<file path="src/rtl/fetch_decode.sv">
// fetch_decode: instruction fetch and field-decode stage for the 8-bit
// accumulator processor. It owns the fetch PC and addresses an external
// instruction memory with a combinational read. It latches the fetched word
// into IR and slices IR into ALU control fields. A taken branch redirects
// fetch and squashes the single wrong-path fetch.
//
// Ports:
//   clk, reset        rising-edge clock, synchronous active-high reset
//   start, startAddr  begin execution at startAddr (honoured in IDLE/HALT)
//   stall             freeze the whole stage
//   branch, target    ALU redirect for the instruction currently in IR
//   imemAddr/imemData instruction memory address / same-cycle read data
//   typeCode,rOp,regSel,iOp,imm  decode slices of IR
//   instrValid        IR holds an instruction to execute this cycle
//   pc                address of the instruction in IR
//   done              HALT retired (sticky until start/reset)
//   instrCount        saturating retired-instruction count
module fetch_decode #(
  parameter int PC_W    = 10,
  parameter int INSTR_W = 9,
  parameter int CNT_W   = 16
) (
  input  logic               clk,
  input  logic               reset,
  input  logic               start,
  input  logic [PC_W-1:0]    startAddr,
  input  logic               stall,
  input  logic               branch,
  input  logic [PC_W-1:0]    target,
  output logic [PC_W-1:0]    imemAddr,
  input  logic [INSTR_W-1:0] imemData,
  output logic               typeCode,
  output logic [3:0]         rOp,
  output logic [3:0]         regSel,
  output logic [2:0]         iOp,
  output logic [4:0]         imm,
  output logic               instrValid,
  output logic [PC_W-1:0]    pc,
  output logic               done,
  output logic [CNT_W-1:0]   instrCount
);

  typedef enum logic [1:0] {S_IDLE, S_RUN, S_HALT} state_t;

  state_t             state_q, state_d;
  logic [PC_W-1:0]    fetch_q, fetch_d;
  logic [INSTR_W-1:0] ir_q, ir_d;
  logic [PC_W-1:0]    pc_q, pc_d;
  logic               valid_q, valid_d;
  logic               done_q, done_d;
  logic [CNT_W-1:0]   cnt_q, cnt_d;
  logic               is_halt;

  // HALT reuses the unused I-type opcode 3'b111.
  assign is_halt = ir_q[8] & (ir_q[7:5] == 3'b111);

  always_comb begin
    state_d = state_q;
    fetch_d = fetch_q;
    ir_d    = ir_q;
    pc_d    = pc_q;
    valid_d = valid_q;
    done_d  = done_q;
    cnt_d   = cnt_q;
    case (state_q)
      S_IDLE, S_HALT: begin
        if (start) begin
          fetch_d = startAddr;
          cnt_d   = '0;
          done_d  = 1'b0;
          state_d = S_RUN;
        end
      end
      S_RUN: begin
        if (!stall) begin
          // Every executed instruction retires, including branches and HALT.
          if (valid_q && (cnt_q != '1)) cnt_d = cnt_q + CNT_W'(1);
          if (valid_q && is_halt) begin
            // HALT wins over a simultaneous branch; fetch is not redirected.
            valid_d = 1'b0;
            done_d  = 1'b1;
            state_d = S_HALT;
          end else if (valid_q && branch) begin
            // The word at imemAddr this cycle is wrong-path: drop it.
            fetch_d = target;
            valid_d = 1'b0;
          end else begin
            ir_d    = imemData;
            pc_d    = fetch_q;
            valid_d = 1'b1;
            fetch_d = fetch_q + PC_W'(1);
          end
        end
      end
      default: state_d = S_IDLE;
    endcase
  end

  always_ff @(posedge clk) begin
    if (reset) begin
      state_q <= S_IDLE;
      fetch_q <= '0;
      ir_q    <= '0;
      pc_q    <= '0;
      valid_q <= 1'b0;
      done_q  <= 1'b0;
      cnt_q   <= '0;
    end else begin
      state_q <= state_d;
      fetch_q <= fetch_d;
      ir_q    <= ir_d;
      pc_q    <= pc_d;
      valid_q <= valid_d;
      done_q  <= done_d;
      cnt_q   <= cnt_d;
    end
  end

  assign imemAddr   = fetch_q;
  assign typeCode   = ir_q[8];
  assign rOp        = ir_q[7:4];
  assign regSel     = ir_q[3:0];
  assign iOp        = ir_q[7:5];
  assign imm        = ir_q[4:0];
  assign instrValid = valid_q;
  assign pc         = pc_q;
  assign done       = done_q;
  assign instrCount = cnt_q;

endmodule

</file>
<file path="config.mk">
export PLATFORM = sky130hd
export DESIGN_NAME = fetch_decode
export DESIGN_NICKNAME = d
export VERILOG_FILES = /design/src/rtl/fetch_decode.sv
export SDC_FILE = /design/constraint.sdc
export NUM_CORES = 1
export LEC_CHECK = 0
export BUFFER_PORTS_ARGS = -buffer_cell sky130_fd_sc_hd__buf_4
export CELL_PAD_IN_SITES_DETAIL_PLACEMENT = 0
export CELL_PAD_IN_SITES_GLOBAL_PLACEMENT = 2
export CORE_AREA = 2 2 100 102
export CTS_CLUSTER_DIAMETER = 40
export DETAILED_ROUTE_END_ITERATION = 10
export DIE_AREA = 0 0 102 104
export PLACE_DENSITY = 0.85
export SLEW_MARGIN = 30
export SYNTH_ARGS = -nofsm -noshare
export SYNTH_HDL_FRONTEND = slang
export SYNTH_SLANG_ARGS = --single-unit
</file>
<file path="constraint.sdc">
create_clock -name clk -period 2.5 [get_ports clk]
set_input_delay 0.375 -clock clk [delete_from_list [all_inputs] [get_ports clk]]
set_output_delay 0.375 -clock clk [all_outputs]
set_load 0.02 [all_outputs]
</file>
==> results of run 1 <==
power by group through the flow:
stage / Clock (mW) / Sequential [mW] / Combinational (mW)
6_report: 0.578 / 0.848 / 0.299
5_1_grt: 0.631 / 0.855 / 0.331
4_1_cts: 0.599 / 0.848 / 0.304
3_5_place_dp: 0 / 0.867 / 0.302
3_3_place_gp: 0 / 0.866 / 0.298
2_1_floorplan: 0 / 0.887 / 0.141
worst min-delay path, stage by stage:
cell     delay [ps]
buf_4           110
nand2_1          40
a21oi_1          50
cell type report:
| type | count | area [µm²] | area share [%] |
|---|---|---|---|
| well taps | 133 | 166 | 4.93 |
| clock buffers | 6 | 72.6 | 2.15 |
| repair buffers | 98 | 736 | 21.8 |
| multi-input cells | 244 | 1360 | 40.4 |
| inverters | 5 | 18.8 | 0.556 |
| clock inverters | 2 | 38.8 | 1.15 |
| flip-flops and latches | 49 | 981 | 29.0 |
path summary, 6_finish.rpt:
kind,start,end,slack [ps],depth (start not counted)
hold reg to reg,pc[0],pc[0],460,2
hold / removal,imemData[2],ir_q[2],310,3
setup reg to reg,instrCount[0],instrCount[11],210,6
setup / recovery,instrCount[0],instrCount[11],210,6
cell families (layout without fill, tap and decap cells):
| kind of cell | count (synthesis) | count (layout) | synth area share [%] |
|---|---|---|---|
| xor gates and xnor gates | 6 | 6 | 2.11 |
| AOI/OAI and AO/OA | 97 | 97 | 25.5 |
| adders and majority gates | 2 | 2 | 1.01 |
| and+or+nand+nor | 138 | 138 | 25.7 |
| muxes | 1 | 1 | 0.452 |
| DFF | 49 | 49 | 39.4 |
| buffers and inverters | 29 | 111 | 5.78 |
per-stage QoR:
stage                     util (%)  std cells  hold WS [ps]  worst slack [ps]
final                         35.4        537           312               212
after floorplan                  -        322           466               347
after global routing          35.4        537           304              34.0
after detailed placement      34.2        529           448               236
after CTS                     35.4        537           307               189
after global placement        34.2        529           444               306
sequential cells by signal (all words and copies together) (netlist names):
register / cells
instrValid: 1
imemAddr: 10
done: 1
pc: 10
ir_q: 9
state_q: 2
instrCount: 16
synth_stat cells, drive strengths merged, types with 3 or more instances:
| library cell | n | area share [%] |
|---|---|---|
| a211oi | 6 | 1.8 |
| a21o | 3 | 0.90 |
| a21oi | 38 | 7.8 |
| a22o | 3 | 1.1 |
| a31oi | 7 | 3.0 |
| and3 | 5 | 1.3 |
| buf | 12 | 3.2 |
| clkbuf | 12 | 1.9 |
| dfxtp | 49 | 39 |
| inv | 5 | 0.75 |
| nand2 | 63 | 9.5 |
| nand2b | 4 | 1.0 |
| nand3 | 15 | 3.0 |
| nand4 | 9 | 2.3 |
| nor2 | 22 | 3.3 |
| nor3 | 10 | 2.0 |
| o211ai | 4 | 1.2 |
| o21ai | 22 | 4.4 |
| o31ai | 4 | 1.2 |
| xor2 | 5 | 1.8 |
per-layer routing:
layer,vias to the layer above,share of wire [%],track usage (%)
li1,1308,-,-
met1,1254,47,19.7
met2,76,47,24.6
met3,2,5.7,3.36
met4,0,0.39,2.86
met5,-,0,0
==> flow_metrics.env, run 1 <==
export IMPL_maxSlewHeadroom_pct=59.1
export IMPL_crit_family="simple AND/OR/NAND/NOR gates"
export IMPL_worst_slew_pin_slew_ps=609
export IMPL_crit_type="flip-flop to flip-flop"
export IMPL_internal_power_mw=1.24
export IMPL_cts_root_buf="clkbuf_8"
export IMPL_p_clk_share_pct=33.5
export IMPL_die_w_um=102
export IMPL_fmaxAchievable_mhz=437
export IMPL_dp_hpwl_um=5740
export IMPL_slowest_stage="or4_1"
export IMPL_io_pins=89
export IMPL_worst_setup_path_start_kind="flip-flop"
export IMPL_fin_area_um2=3380
export IMPL_fin_worst_skew_ps=10.8
export IMPL_dieArea_um2=10600
export IMPL_layout_common_cells="buf_4, nand2_1, dfxtp_1, a21oi_1"
export IMPL_antenna_diode_count=0
export IMPL_synthFlopType="dfxtp_1"
export IMPL_sw_frac_of_total_pct=28.3
export IMPL_portBuffers=88
export IMPL_run_status="complete, no violations"
export IMPL_ant_nets=0
export IMPL_cts_resized=0
export IMPL_ys_seq_area_share_pct=39.4
export IMPL_hp_class="input port to flip-flop"
export IMPL_ys_warn_count=0
export IMPL_grt_ovfl_total=0
export IMPL_drc=0
export IMPL_leakage_nw=1.29
export IMPL_end_kind="flip-flop"
export IMPL_required_ps=2710
export IMPL_crit_chain="ha_1 -> nand4_1 -> or4_1 -> a31oi_4 -> o21ai_0 -> o31ai_1"
export IMPL_period_share_pct=91.5
export IMPL_clk_pin_slew_ps=90
export IMPL_hold_buffers=0
export IMPL_clockBufferDepth=2
export IMPL_areaGrowthSynthToFinish_pct=35.7
export IMPL_grt_max_degree=43
export IMPL_crit_buf_inv=0
export IMPL_crit_arrival_ps=2500
export IMPL_synth_cells=322
export IMPL_synth_edf_count=0
export IMPL_combPwrFrac_pct=17.3
export IMPL_ir_drop_uv=210
export IMPL_synth_seq_cells=49
export IMPL_antenna_found_initial=0
export IMPL_avgRoutedWirePerCell_um=14.7
export IMPL_worstPathMaxFanout=8
export IMPL_grt_pass1_vias=2562
export IMPL_htreeDepth=2
export IMPL_hold_violations=0
export IMPL_cts_buffers=5
export IMPL_synth_distinct_cells=44
export IMPL_async_flop_share_pct=0
export IMPL_grt_setup_unrepaired="false"
export IMPL_cpPeakStageDelay_ps=720
export IMPL_die_h_um=104
export IMPL_cts_num_sinks=49
export IMPL_wirelength_um=7920
export IMPL_drt_iter0_markers=93
export IMPL_period_minus_slack_ps=2290
export IMPL_n_fill_cell=1075
export IMPL_layout_commonest_cell="buf_4"
export IMPL_viasPerCell=4.92
export IMPL_powerDensity_nw_per_um2=511
export IMPL_synthesis_area_um2=2490
export IMPL_drive_above_1_share_pct=28.2
export IMPL_clock_latency_ps=300
export IMPL_vias=2640
export IMPL_num_rows=36
export IMPL_start_util_pct=26.1
export IMPL_drv_slew=0
export IMPL_gp_congestion=0.862
export IMPL_setup_violations=0
export IMPL_setup_tns_ps=0
export IMPL_synth_nets=358
export IMPL_cts_tree="built"
export IMPL_synth_area_per_cell_um2=7.73
export IMPL_cap_violations=0
export IMPL_track_usage_pct=14.8
export IMPL_dpl_cell_area_um2=3270
export IMPL_p_seq_share_pct=49.2
export IMPL_core_area_um2=9550
export IMPL_first_pass_iters=4
export IMPL_p_sw_uw=488
export IMPL_cts_setup_buffers=0
export IMPL_grt_pass1_wl_um=12700
export IMPL_finalPower_mw=1.72
export IMPL_nets=439
No activity file was read; power rests on OpenSTA's default activity.
==> run 2, diff against run 1 <==
--- a/config.mk
+++ b/config.mk
@@ -5,14 +5,15 @@
 export SDC_FILE = /design/constraint.sdc
 export NUM_CORES = 1
 export LEC_CHECK = 0
+export ABC_AREA = 1
 export BUFFER_PORTS_ARGS = -buffer_cell sky130_fd_sc_hd__buf_4
 export CELL_PAD_IN_SITES_DETAIL_PLACEMENT = 0
 export CELL_PAD_IN_SITES_GLOBAL_PLACEMENT = 2
-export CORE_AREA = 2 2 100 102
+export CORE_AREA = 2 2 105 107
 export CTS_CLUSTER_DIAMETER = 40
 export DETAILED_ROUTE_END_ITERATION = 10
-export DIE_AREA = 0 0 102 104
-export PLACE_DENSITY = 0.85
+export DIE_AREA = 0 0 107 109
+export PLACE_DENSITY = 0.87
 export SLEW_MARGIN = 30
 export SYNTH_ARGS = -nofsm -noshare
 export SYNTH_HDL_FRONTEND = slang
==> run 2 against run 1 <==
- sequential power grew 4.2%
- largest power group unchanged
- global-route usage shrank 0.53 points
- critical path type unchanged
- synthesized cell count grew 30%
- register-to-register slack gained 160 ps
- count of clock-buffer cells in the layout is the same
- maximum frequency grew 7.4%
- highest routed layer unchanged
- synthesized area grew 7.6%
- power grew 10%
- combinational power grew 45%
==> flow_metrics.env, run 2 <==
export IMPL_layout_common_cells="buf_4, nand2_1, nor2_1, dfxtp_1, o21ai_0"
export IMPL_utilization_pct=33.3
export IMPL_dpl_cell_area_um2=3410
export IMPL_synth_distinct_cells=29
export IMPL_cts_buffers=5
export IMPL_drc=0
export IMPL_yosysMostFrequentCell="nand2_1"
export IMPL_io_pins=89
export IMPL_synthesis_area_um2=2680
export IMPL_clockBufferDepth=2
export IMPL_fmaxAchievable_mhz=469
export IMPL_antenna_found_initial=0
export IMPL_r2r_cells=10
export IMPL_die_w_um=107
export IMPL_dieArea_um2=11700
export IMPL_synth_seq_cells=49
export IMPL_synth_nets=454
export IMPL_maxSlewHeadroom_pct=47.7
export IMPL_required_ps=2710
export IMPL_crit_type="flip-flop to flip-flop"
export IMPL_hp_class="input port to flip-flop"
export IMPL_hold_violations=0
export IMPL_powerDensity_nw_per_um2=540
export IMPL_fin_hold_ws_ps=321
export IMPL_cap_violations=0
export IMPL_setup_violations=0
export IMPL_clock_latency_ps=300
export IMPL_n_fill_cell=1175
export IMPL_run_status="complete, no violations"
export IMPL_slowest_stage="nand2_1"
export IMPL_avgRoutedWirePerCell_um=12.8
export IMPL_hold_path_startpoint="imemData[2]"
export IMPL_rrSetupSlack_ps=370
export IMPL_wirelength_um=8140
export IMPL_finalPower_mw=1.91
export IMPL_yosysTopAreaCell="dfxtp_1"
export IMPL_ir_drop_uv=334
export IMPL_place_inst=626
export IMPL_worstPathMaxFanout=20
export IMPL_clk_pin_slew_ps=100
export IMPL_cts_root_buf="clkbuf_8"
export IMPL_holdPathStages=3
export IMPL_cts_resized=0
export IMPL_synth_area_per_cell_um2=6.41
export IMPL_largest_reg_flops=16
export IMPL_track_usage_pct=14.3
export IMPL_crit_arrival_ps=2340
export IMPL_ant_nets=0
export IMPL_worst_slew_pin_slew_ps=783
export IMPL_synth_cells=418
export IMPL_viasPerCell=4.53
export IMPL_grt_pass1_wl_um=13400
export IMPL_antenna_diode_count=0
export IMPL_post_place_ws_ps=384
export IMPL_die_h_um=109
export IMPL_synthFlopType="dfxtp_1"
export IMPL_portBuffers=88
export IMPL_crit_family="simple AND/OR/NAND/NOR gates"
export IMPL_period_share_pct=85.2
export IMPL_core_area_um2=10600
export IMPL_dp_hpwl_um=5960
export IMPL_synth_top_cells_by_count="nand2_1, nor2_1, dfxtp_1, o21ai_0"
export IMPL_regToRegStartpoint="instrCount[0]"
export IMPL_areaGrowthSynthToFinish_pct=31.6
export IMPL_ys_seq_area_share_pct=36.6
export IMPL_synth_edf_count=0
export IMPL_grt_setup_unrepaired="false"
export IMPL_drt_iter0_markers=119
export IMPL_num_rows=38
export IMPL_async_flop_share_pct=0
export IMPL_nets=529
export IMPL_rr_endpoint="instrCount[14]"
export IMPL_grt_ovfl_total=0
export IMPL_cts_tree="built"
export IMPL_multiInputGateArea_um2=1410
export IMPL_fin_worst_skew_ps=7.89
export IMPL_cpPeakStageDelay_ps=470
export IMPL_fin_area_um2=3530
export IMPL_first_pass_iters=5
export IMPL_drive_above_1_share_pct=23.1
export IMPL_cts_setup_buffers=0
export IMPL_ys_warn_count=0
export IMPL_drv_slew=0
export IMPL_regArea_um2=981
export IMPL_grt_max_degree=31
export IMPL_grt_pass1_vias=2676
export IMPL_setup_tns_ps=0
export IMPL_hold_buffers=0
export IMPL_period_minus_slack_ps=2130
export IMPL_leakage_nw=1.53
export IMPL_hold_end="ir_q[2]"
export IMPL_final_cells=634
export IMPL_gp_congestion=0.827
export IMPL_layout_commonest_cell="buf_4"
export IMPL_cts_num_sinks=49
export IMPL_start_util_pct=25.3
export IMPL_crit_buf_inv=1
export IMPL_crit_chain="ha_1 -> nand2_2 -> nor2_4 -> nand2_2 -> o21ai_1 -> nand2_1 -> nand2_8 -> inv_2 -> nor2_1 -> nor2_1"
export IMPL_end_kind="flip-flop"
export IMPL_htreeDepth=2
export IMPL_synth_area_leaders="dfxtp_1, nand2_1, nor2_1"
export IMPL_worst_setup_path_start_kind="flip-flop"
export IMPL_timing_final_ws_setup_ps=370
export IMPL_vias=2869
export IMPL_yosysTopAreaCellShare_pct=36.6
-- run 2: changes by cell type after synthesis, sizes merged, moves of 8 or more --
| cell | delta |
|---|---|
| nor2 | +59 |
| inv | +33 |
| nand2 | +24 |
| nand3 | +21 |
| o21ai | +19 |
| nor3 | -8 |
-- run 2: cell type report --
type | count | area share [%]
Clock buffer | 6 | 2.06
Inverter | 38 | 4.05
Clock inverter | 2 | 1.10
Sequential cell | 49 | 27.8
Timing Repair Buffer | 94 | 20.0
Tap cell | 140 | 4.97
Multi-Input combinational cell | 305 | 40.0
-- run 2: worst register-to-register path, stage by stage (launching register included) --
cell and delay (ps):
dfxtp_1 420, ha_1 250, nand2_2 80, nor2_4 130, nand2_2 80, o21ai_1 130, nand2_1 470, nand2_8 270
inv_2 80, nor2_1 80, nor2_1 50
-- run 2: cell families (layout without fill, tap and decap cells) --
| family | after synthesis | after routing | synth area share, % |
|---|---|---|---|
| adder cells (fa/ha/maj) | 2 | 2 | 0.934 |
| flip-flops | 49 | 49 | 36.6 |
| AND/OR/NAND/NOR | 217 | 217 | 34.8 |
| AO/OA/AOI/OAI | 83 | 83 | 16.0 |
| XOR/XNOR | 3 | 3 | 0.981 |
| buffers and inverters | 64 | 140 | 10.7 |
-- run 2: power breakdown --
group | switching [mW] | internal, mW | leakage, nW | total (mW)
Combinational | 0.258 | 0.176 | 1.07 | 0.434
Sequential | 0.0550 | 0.829 | 0.401 | 0.884
Clock | 0.286 | 0.301 | 0.0554 | 0.588
-- run 2: worst max path at each step --
stage,startpoint,cells after the start,to,slack [ps]
floorplan,instrCount[0],11,instrCount[14],810
global placement,instrCount[0],10,instrCount[14],410
detailed placement,instrCount[0],10,instrCount[14],380
CTS,instrCount[0],10,instrCount[14],340
global route,instrCount[0],10,instrCount[0],80
finish,instrCount[0],10,instrCount[14],370
-- run 2: layer usage --
layer  vias to the layer above  global-route usage, %  wire length (µm)
li1                       1494                      -                 -
met1                      1284                   19.7              4010
met2                        87                   23.2              3660
met3                         4                   2.51               442
met4                         0                   3.53                25
met5                         -                      0                 0
==> run 3, diff against run 2 <==
==> constraint.sdc (replaced) <==
create_clock -name clk -period 2.5 [get_ports clk]
set_input_delay 0.5 -clock clk [delete_from_list [all_inputs] [get_ports clk]]
set_output_delay 0.5 -clock clk [all_outputs]
set_load 0.02 [all_outputs]
==> run 3 against run 2 <==
- largest cell class unchanged
- sequential cell count is the same
- combinational power grew 1%
- count of clock-buffer cells in the layout shrank 1
- critical path depth grew 1
- design area shrank 0.18%
- utilization shrank 0.059 points
- global-route usage grew 0.13 points
- register-to-register slack gained 140 ps
- routed wire length grew 2.1%
- highest routed layer unchanged
- maximum frequency grew 6.8%
- critical endpoint is now instrCount[9]
==> flow_metrics.env, run 3 (synthesis gave the netlist of run 2 again) <==
export IMPL_run_status="complete, no violations"
export IMPL_leakage_nw=1.53
export IMPL_final_cells=636
export IMPL_cap_violations=0
export IMPL_regArea_um2=981
export IMPL_hold_violations=0
export IMPL_grt_use_met2_pct=24.0
export IMPL_period_share_pct=79.8
export IMPL_wirelength_um=8320
export IMPL_post_place_ws_ps=515
export IMPL_ant_nets=0
export IMPL_portBuffers=88
export IMPL_crit_chain="ha_1 -> nand2_2 -> nor2_4 -> nand2_2 -> o21ai_1 -> nand2_1 -> buf_4 -> nand3_1 -> nand2_1 -> inv_1 -> nor2_1"
export IMPL_layout_common_cells="buf_4, nand2_1, nor2_1, dfxtp_1, o21ai_0"
export IMPL_die_w_um=107
export IMPL_multiInputGateArea_um2=1410
export IMPL_htreeDepth=2
export IMPL_hp_class="input port to flip-flop"
export IMPL_timing_final_ws_setup_ps=505
export IMPL_p_clk_share_pct=27.0
export IMPL_grt_pass1_vias=2672
export IMPL_fin_hold_ws_ps=441
export IMPL_crit_arrival_ps=2210
export IMPL_finalPower_mw=1.81
export IMPL_gp_congestion=0.787
export IMPL_io_pins=89
export IMPL_antenna_found_initial=0
export IMPL_layout_commonest_cell="buf_4"
export IMPL_sw_frac_of_total_pct=33.4
export IMPL_period_minus_slack_ps=2000
export IMPL_n_fill_cell=1157
export IMPL_cts_tree="built"
export IMPL_dp_hpwl_um=6260
export IMPL_avgRoutedWirePerCell_um=13.1
export IMPL_hold_buffers=0
export IMPL_utilization_pct=33.2
export IMPL_num_rows=38
export IMPL_cpPeakStageDelay_ps=420
export IMPL_cts_setup_buffers=0
export IMPL_crit_type="flip-flop to flip-flop"
export IMPL_p_sw_uw=606
export IMPL_dpl_cell_area_um2=3430
export IMPL_powerDensity_nw_per_um2=515
export IMPL_drv_slew=0
export IMPL_use_met3_pct=2.45
export IMPL_clk_pin_slew_ps=100
export IMPL_clockBufferDepth=2
export IMPL_grt_setup_unrepaired="false"
export IMPL_fin_worst_skew_ps=12.2
export IMPL_setup_tns_ps=0
export IMPL_drive_above_1_share_pct=23.6
export IMPL_largest_reg_flops=16
export IMPL_maxSlewHeadroom_pct=51.5
export IMPL_required_ps=2710
export IMPL_setup_violations=0
export IMPL_cts_root_buf="clkbuf_8"
export IMPL_drc=0
export IMPL_areaGrowthSynthToFinish_pct=31.4
export IMPL_die_h_um=109
export IMPL_fin_area_um2=3520
export IMPL_cts_buffers=5
export IMPL_cts_resized=0
export IMPL_crit_buf_inv=2
export IMPL_drt_iter0_markers=110
export IMPL_clock_latency_ps=310
export IMPL_worst_setup_path_start_kind="flip-flop"
export IMPL_top_usage_layer="met2"
export IMPL_nets=531
export IMPL_cts_num_sinks=49
export IMPL_grt_ovfl_total=0
export IMPL_first_pass_iters=4
export IMPL_internal_power_mw=1.21
export IMPL_grt_pass1_wl_um=13400
export IMPL_viasPerCell=4.47
export IMPL_end_kind="flip-flop"
export IMPL_grt_max_degree=22
export IMPL_place_inst=628
export IMPL_worstPathMaxFanout=11
export IMPL_start_util_pct=25.3
export IMPL_worst_slew_pin_slew_ps=726
export IMPL_combPwrFrac_pct=24.2
export IMPL_antenna_diode_count=0
export IMPL_track_usage_pct=14.4
export IMPL_dieArea_um2=11700
export IMPL_vias=2840
export IMPL_p_seq_share_pct=48.7
export IMPL_crit_family="simple AND/OR/NAND/NOR gates"
export IMPL_ir_drop_uv=209
export IMPL_core_area_um2=10600
export IMPL_fmaxAchievable_mhz=501
export IMPL_met1_usage_pct=19.8
export IMPL_slowest_stage="dfxtp_1"
-- run 3: cell type report --
| class | instances | share of cell area [%] |
|---|---|---|
| clock buffers | 5 | 1.96 |
| clock inverters | 3 | 0.604 |
| inverters | 38 | 4.05 |
| multi-input cells | 305 | 40.1 |
| flip-flops and latches | 49 | 27.9 |
| well taps | 140 | 4.98 |
| repair buffers | 96 | 20.5 |
-- run 3: metal layers --
| metal | vias up | wire length [µm] |
|---|---|---|
| met1 | 1262 | 4150 |
| met3 | 5 | 393 |
| met5 | - | 0 |
| li1 | 1499 | - |
| met4 | 0 | 65 |
| met2 | 74 | 3700 |
-- run 3: worst paths after layout --
path                 start       endpoint  slack (ps)  cells past startpoint
max          instrCount[0]  instrCount[9]         500                     11
min            imemData[2]        ir_q[2]         440                      3
min reg2reg        ir_q[8]        ir_q[8]         480                      2
max reg2reg  instrCount[0]  instrCount[9]         500                     11
-- run 3: power by group through the flow --
stage	sequential [mW]	combinational (mW)	clock, mW
finish	0.884	0.440	0.490
global route	0.893	0.490	0.540
CTS	0.884	0.445	0.514
detailed placement	0.902	0.443	0
global placement	0.901	0.441	0
floorplan	0.945	0.218	0
-- run 3: tightest hold or removal path, cell delays in order --
cell and delay (ps):
buf_4 80, o21ai_0 70, nor2_1 80
